$ cat src/rtl/multicycle_ctrl.sv
// multicycle_ctrl: multi-cycle sequencer for the 16-bit accumulator CPU.
// Steps each instruction through fetch/decode/exec/mem/writeback. Memory
// accesses can stall on MemReady and fault after a timeout. HALT parks the
// machine until Resume. Two saturating perf counters are kept.
// Outputs are decoded from the state register plus the current
// Opcode/Func/toaccIn/acc15.
// Ports:
//   CLK, Reset_n (sync, active low)
//   Opcode[3:0], Func[2:0], toaccIn, acc15, noOp   - instruction fields/status
//   MemReady, Resume                               - handshakes
//   PCWrite..ALUWrite, IorM, ALUCtrl, Jcontrol,
//   destAdr, destData                              - datapath controls
//   Busy, Fault, InstCount, CycleCount             - status / perf counters
module multicycle_ctrl #(
  parameter int CNT_W       = 32,
  parameter int WAIT_W      = 4,
  parameter int MEM_TIMEOUT = 15
) (
  input  logic             CLK,
  input  logic             Reset_n,
  input  logic [3:0]       Opcode,
  input  logic [2:0]       Func,
  input  logic             toaccIn,
  input  logic             acc15,
  input  logic             noOp,
  input  logic             MemReady,
  input  logic             Resume,
  output logic             PCWrite,
  output logic             IRWrite,
  output logic             MemWrite,
  output logic             MemRead,
  output logic             MWrite,
  output logic             ItypeSel,
  output logic             Asel,
  output logic             Bsel,
  output logic             Awrite,
  output logic             Bwrite,
  output logic             RegWrite,
  output logic             IsZeroWrite,
  output logic             ALUWrite,
  output logic [1:0]       IorM,
  output logic [2:0]       ALUCtrl,
  output logic [1:0]       Jcontrol,
  output logic [1:0]       destAdr,
  output logic [2:0]       destData,
  output logic             Busy,
  output logic             Fault,
  output logic [CNT_W-1:0] InstCount,
  output logic [CNT_W-1:0] CycleCount
);

  typedef enum logic [3:0] {
    S_RESET, S_FETCH, S_DECODE, S_EXEC, S_MEM, S_WB,
    S_JUMP, S_JAL, S_BRANCH, S_HALT, S_FAULT
  } state_t;

  state_t state, state_nx;
  logic [WAIT_W-1:0] wait_cnt;

  // Opcode classes
  logic is_ld, is_st, is_jr, is_m, is_j, is_jal, is_br, is_imm, is_lui, is_halt, is_r;
  assign is_ld   = (Opcode == 4'd0);
  assign is_st   = (Opcode == 4'd1);
  assign is_jr   = (Opcode == 4'd2);
  assign is_m    = is_ld | is_st | is_jr;
  assign is_j    = (Opcode == 4'd3);
  assign is_jal  = (Opcode == 4'd4);
  assign is_br   = (Opcode == 4'd5) | (Opcode == 4'd6);
  assign is_imm  = (Opcode == 4'd7)  | (Opcode == 4'd8)  | (Opcode == 4'd10) |
                   (Opcode == 4'd11) | (Opcode == 4'd12) | (Opcode == 4'd13);
  assign is_lui  = (Opcode == 4'd9);
  assign is_halt = (Opcode == 4'd14);
  assign is_r    = (Opcode == 4'd15);

  logic br_taken;
  assign br_taken = ((Opcode == 4'd5) & acc15) | ((Opcode == 4'd6) & ~acc15);

  // wait_cnt counts stalls already taken; this cycle is the last allowed
  // stall when it equals MEM_TIMEOUT-1. MemReady in that cycle still wins.
  localparam logic [WAIT_W-1:0] TO_LAST = WAIT_W'(MEM_TIMEOUT - 1);
  logic mem_timeout;
  assign mem_timeout = (MEM_TIMEOUT != 0) && (wait_cnt == TO_LAST);

  always_comb begin
    state_nx    = state;
    PCWrite     = 1'b0;
    IRWrite     = 1'b0;
    MemWrite    = 1'b0;
    MemRead     = 1'b0;
    MWrite      = 1'b0;
    ItypeSel    = 1'b0;
    Asel        = 1'b0;
    Bsel        = 1'b0;
    Awrite      = 1'b0;
    Bwrite      = 1'b0;
    RegWrite    = 1'b0;
    IsZeroWrite = 1'b0;
    ALUWrite    = 1'b0;
    IorM        = 2'd0;
    ALUCtrl     = 3'd0;
    Jcontrol    = 2'd0;
    destAdr     = 2'd0;
    destData    = 3'd0;
    Busy        = 1'b1;
    Fault       = 1'b0;
    case (state)
      S_RESET: begin
        Busy     = 1'b0;
        state_nx = S_FETCH;
      end
      S_FETCH: begin
        IRWrite = 1'b1;
        MemRead = 1'b1;
        if (MemReady)         state_nx = S_DECODE;
        else if (mem_timeout) state_nx = S_FAULT;
      end
      S_DECODE: begin
        if (noOp) begin
          PCWrite  = 1'b1;
          state_nx = S_FETCH;
        end else begin
          PCWrite  = ~(is_j | is_jal | is_halt);
          Awrite   = 1'b1;
          Bwrite   = 1'b1;
          Asel     = ~is_m;
          Bsel     = is_imm | is_br;
          ItypeSel = is_br | (Opcode == 4'd13);
          if (is_m || is_imm) state_nx = S_EXEC;
          else if (is_r)      state_nx = (Func != 3'd0) ? S_EXEC : S_WB;
          else if (is_j)      state_nx = S_JUMP;
          else if (is_jal)    state_nx = S_JAL;
          else if (is_br)     state_nx = S_BRANCH;
          else if (is_lui)    state_nx = S_WB;
          else                state_nx = S_HALT;
        end
      end
      S_EXEC: begin
        ALUWrite = 1'b1;
        if (is_m) begin
          ALUCtrl  = 3'd1;            // address add
          state_nx = is_jr ? S_JUMP : S_MEM;
        end else begin
          IsZeroWrite = 1'b1;
          state_nx    = S_WB;
          if (is_r) ALUCtrl = Func;
          else begin
            case (Opcode)
              4'd7:    ALUCtrl = 3'd6;
              4'd8:    ALUCtrl = 3'd7;
              4'd10:   ALUCtrl = 3'd4;
              4'd11:   ALUCtrl = 3'd5;
              4'd12:   ALUCtrl = 3'd0;
              4'd13:   ALUCtrl = 3'd1;
              default: ALUCtrl = 3'd0;
            endcase
          end
        end
      end
      S_MEM: begin
        // Controls held stable across the whole stall.
        IorM = 2'd1;
        if (is_ld) begin
          MemRead = 1'b1;
          MWrite  = 1'b1;
        end else begin
          MemWrite = 1'b1;
        end
        if (MemReady)         state_nx = is_ld ? S_WB : S_FETCH;
        else if (mem_timeout) state_nx = S_FAULT;
      end
      S_WB: begin
        RegWrite = 1'b1;
        state_nx = S_FETCH;
        if (is_r) begin
          if (Func != 3'd0) begin
            destAdr  = {1'b0, toaccIn};
            destData = 3'd0;
          end else if (toaccIn) begin
            destAdr  = 2'd1;
            destData = 3'd2;
          end else begin
            destAdr  = 2'd0;
            destData = 3'd3;
          end
        end else if (is_imm) begin
          destAdr  = 2'd1;
          destData = 3'd0;
        end else if (is_lui) begin
          destAdr  = 2'd1;
          destData = 3'd1;
        end else begin
          destAdr  = 2'd1;
          destData = 3'd4;
        end
      end
      S_JUMP: begin
        PCWrite  = 1'b1;
        IorM     = 2'd2;
        Jcontrol = is_jr ? 2'd3 : 2'd2;
        state_nx = S_FETCH;
      end
      S_JAL: begin
        RegWrite = 1'b1;
        destAdr  = 2'd2;
        destData = 3'd5;
        PCWrite  = 1'b1;
        IorM     = 2'd2;
        Jcontrol = 2'd2;
        state_nx = S_FETCH;
      end
      S_BRANCH: begin
        Jcontrol = 2'd1;
        ItypeSel = 1'b1;
        IorM     = br_taken ? 2'd2 : 2'd0;
        PCWrite  = br_taken;
        state_nx = S_FETCH;
      end
      S_HALT: begin
        Busy = 1'b0;
        if (Resume) state_nx = S_FETCH;
      end
      S_FAULT: begin
        Busy  = 1'b0;
        Fault = 1'b1;
      end
      default: begin
        Busy     = 1'b0;
        state_nx = S_RESET;
      end
    endcase
  end

  // Retire = any return to fetch from an instruction state; stalls in
  // fetch, the reset exit and the halt exit do not count.
  logic inst_done;
  assign inst_done = (state_nx == S_FETCH) &&
                     !(state inside {S_RESET, S_FETCH, S_HALT});

  always_ff @(posedge CLK) begin
    if (!Reset_n) begin
      state      <= S_RESET;
      wait_cnt   <= '0;
      InstCount  <= '0;
      CycleCount <= '0;
    end else begin
      state <= state_nx;
      if (state_nx != state)
        wait_cnt <= '0;
      else if ((state == S_FETCH || state == S_MEM) && !MemReady && wait_cnt != '1)
        wait_cnt <= wait_cnt + 1'b1;
      if (Busy && CycleCount != '1)     CycleCount <= CycleCount + 1'b1;
      if (inst_done && InstCount != '1) InstCount  <= InstCount + 1'b1;
    end
  end

endmodule

$ cat config.mk
export PLATFORM = sky130hd
export DESIGN_NAME = multicycle_ctrl
export DESIGN_NICKNAME = d
export VERILOG_FILES = /design/src/rtl/multicycle_ctrl.sv
export SDC_FILE = /design/constraint.sdc
export NUM_CORES = 1
export LEC_CHECK = 0
export CORE_AREA = 2 2 102 129
export CTS_CLUSTER_DIAMETER = 40
export DETAILED_ROUTE_END_ITERATION = 12
export DIE_AREA = 0 0 104 131
export GPL_ROUTABILITY_DRIVEN = 0
export HOLD_SLACK_MARGIN = 0.15
export PLACE_DENSITY = 0.63
export SETUP_SLACK_MARGIN = 0.3
export SKIP_CTS_REPAIR_TIMING = 1
export SLEW_MARGIN = 20
export SYNTH_ARGS = -nofsm -noshare
export SYNTH_HDL_FRONTEND = slang
export SYNTH_SLANG_ARGS = --single-unit
$ cat constraint.sdc
create_clock -name CLK -period 3.05 [get_ports CLK]
set_input_delay 0.7625 -clock CLK [delete_from_list [all_inputs] [get_ports CLK]]
set_output_delay 0.7625 -clock CLK [all_outputs]
set_load 0.01 [all_outputs]
==> flow_summary.ini <==
[critical_path]
crit_type = in -> reg
crit_fanout = 8
arrival_ps = 3120
critical_path.slowest_cell = or4b_4
path_delay_family = simple AND/OR/NAND/NOR gates
startpoint_type = primary input
required_ps = 3300
path_cells = buf_8 > nor4b_4 > o221ai_2 > a221oi_2 > or4b_4 > or2_4 > buf_8 > or4_1 > a21oi_1
max_stage_delay_ps = 520
worst_setup_path_end_kind = flop
reg2reg_slack_ps = 210
path_buf_inv = 2
critPathMostFrequentCell = buf_8

[synthesis]
synth.top_cell.area_share_pct = 33.70
post_synth_instance_area_um2 = 4277
synth_flop_cell = dfxtp_1
yosys_warnings = 0
synth_area_leader_cell = dfxtp_1
yosys-top-cells-area = dfxtp_1 (34%), xnor2_1 (7.2%), nor2_1 (5.6%)
syn-num-nets = 568
yosysUniqueCellTypes = 60
ys_async_sr_fraction_pct = 0
synth.avg_cell_area_um2 = 7.776
synth_edf_count = 0
synthCells = 550
synth.ff_latch_count = 72
ys_seq_area_share_pct = 33.70

[global_routing]
grt_max_degree = 37
antenna_found_initial = 0
grt_pass1_wl_um = 20890
first_global_vias = 4261
grt_use_total_pct = 18.57
grt-ovfl-total = 0

[finish]
area_growth_pct = 54.89
final_nets = 718
seq_area_um2 = 1450
layout-drive-gt1-share_pct = 23.12
antenna_cells = 0
multi_input_area_um2 = 2970
final_cell_count_no_fill = 873
utilization_pct = 53.28
nFillCells = 1177

[timing]
final_max_slew_viol_count = 0
rsz0062_at_grt = true
layout_min_cycle_time_ps = 2869
setup_violations = 0
tightest_slew_ps = 895.6
finClkSkew_ps = 6.850
hold_ws_ps = 500.1
clock.fmax_mhz = 348.6
slew_headroom_pct = 40.07
period_share_pct = 94.06
timing.final.hold_violations = 0

[detailed_routing]
detail-route-antenna-nets = 0
wirelength_um = 13540
drc = 0
first_pass_iters = 5
viasPerCell = 5.430
dr_total_vias = 4740
drt-initial-drc-count = 234
wl_per_cell_um = 15.51

[power]
peakVddDrop_v = 0.0002213
leakage_nw = 2.672
power_density_nw_per_um2 = 379.0
p_total_mw = 2.510

[die]
initial_utilization_pct = 34.40
io_pins = 105
die_area_um2 = 13620
fp.dieH_um = 131
die_w_um = 104
rows = 46
core_area_um2 = 12430

[clock_tree]
cts_buffer_depth = 2
cts_sinks = 72
cts_tree = done
cts_buffers = 9
htree_levels = 3
path_clk_slew_ps = 60
cts-root-buf = clkbuf_16
clkLatencyLatePin_ps = 330

[run_status]
status = finished clean

[placement]
io_buffers = 104
dp.cells = 848
dp_hpwl_um = 9665

[job]
drv_cap = 0

[hold_path]
min_path_type = reg -> reg
kinds of logic after synthesis:
family / after synthesis / synth area share (%)
AOI/OAI and AO/OA: 73 / 11.50
xor gates and xnor gates: 46 / 9.421
adders and majority gates: 4 / 1.170
buffers and inverters: 53 / 5.325
DFF: 72 / 33.70
muxes: 14 / 3.277
and+or+nand+nor: 288 / 35.61
worst paths after layout:
kind,startpoint,to,depth (start not counted)
worst max-delay path,Func[2],InstCount[20]$_SDFFE_PN0P_,9
worst min-delay path,InstCount[11]$_SDFFE_PN0P_,InstCount[11]$_SDFFE_PN0P_,2
worst min register to register,InstCount[11]$_SDFFE_PN0P_,InstCount[11]$_SDFFE_PN0P_,2
worst max register to register,wait_cnt[0]$_SDFFE_PP0P_,InstCount[20]$_SDFFE_PN0P_,9
synthesized netlist by cell type (7+ instances only):
| cell type | number |
|---|---|
| nand3_1 | 32 |
| and3_1 | 9 |
| nor3_1 | 20 |
| clkbuf_1 | 13 |
| dfxtp_1 | 72 |
| and2_1 | 7 |
| inv_1 | 22 |
| or4_1 | 7 |
| buf_2 | 11 |
| nor2_1 | 64 |
| a21oi_1 | 22 |
| mux2i_1 | 14 |
| xor2_1 | 11 |
| nand2_1 | 52 |
| o21ai_0 | 13 |
| nor4_1 | 24 |
| nand4_1 | 21 |
| nand2b_1 | 18 |
| xnor2_1 | 35 |
worst reg2reg max path, cell delays in order, from the launching register on:
cell      delay, ps
dfxtp_2         360
inv_1            50
ha_1            210
a31o_2          280
a221oi_2        310
or4b_4          520
or2_4           330
buf_8           170
or4_1           400
a21oi_1         130
registers in the layout (all words and copies together), names as in the netlist:
signal and flops:
CycleCount 32, InstCount 32, state 4, wait_cnt 4
per-stage QoR:
stage | area (µm²) | TNS [ps] | setup WS [ps]
after floorplan | 4335 | 0 | 12.73
after global placement | 5854 | -24280 | -645.8
after detailed placement | 5854 | -25220 | -661.6
after CTS | 6157 | -13020 | -495.9
after global routing | 6624 | 0 | 97.54
final | 6624 | 0 | 181.2
per-layer routing:
layer / up-vias / GRT usage, % / part of all wire (%)
li1: 2279 / - / -
met1: 2289 / 21.74 / 42
met2: 151 / 34.33 / 53
met3: 21 / 3.075 / 4.1
met4: 0 / 6.836 / 1.6
met5: - / 0 / 0
layout make-up:
class	count	area share [%]
clock buffer	9	3.400
clock inverter	7	1.171
inverter	23	1.303
multi-input combinational	425	44.84
sequential	72	21.89
tap	168	3.173
timing repair buffer	169	24.22
report_power, final:
part           internal, mW  leakage [nW]  switching (mW)  total, mW
sequential            0.955         0.583          0.0212      0.976
clock                 0.641         0.146           0.434       1.07
combinational         0.218          1.94           0.241      0.459
total                  1.81          2.67           0.696       2.51
cells in the final DEF, fill, tap and decap left out, types with 3 or more instances in the layout:
| master | instances |
|---|---|
| o31ai_2 | 4 |
| buf_4 | 56 |
| xor2_1 | 11 |
| nor4_2 | 4 |
| clkbuf_2 | 5 |
| and2_1 | 7 |
| a211oi_1 | 3 |
| a31oi_1 | 3 |
| nor3_1 | 15 |
| or3_1 | 3 |
| o21ai_0 | 11 |
| and3_1 | 9 |
| nor2_2 | 3 |
| clkbuf_16 | 9 |
| a21oi_2 | 4 |
| nor2b_1 | 3 |
| clkdlybuf4s50_1 | 74 |
| dfxtp_1 | 67 |
| ha_1 | 4 |
| nor2_1 | 60 |
| nand3_2 | 3 |
| xnor2_1 | 34 |
| inv_1 | 21 |
| or4_1 | 5 |
| nand4_1 | 21 |
| dfxtp_2 | 4 |
| nor3_2 | 3 |
| nor4_4 | 5 |
| mux2i_1 | 14 |
| buf_6 | 10 |
| a21oi_1 | 18 |
| nor4_1 | 15 |
| and4_1 | 6 |
| nand3_1 | 30 |
| or2_4 | 3 |
| dlymetal6s2s_1 | 18 |
| nand2_1 | 52 |
| or4b_4 | 4 |
| o21a_1 | 3 |
| nand2b_1 | 16 |
(Power assumes the default switching activity.)
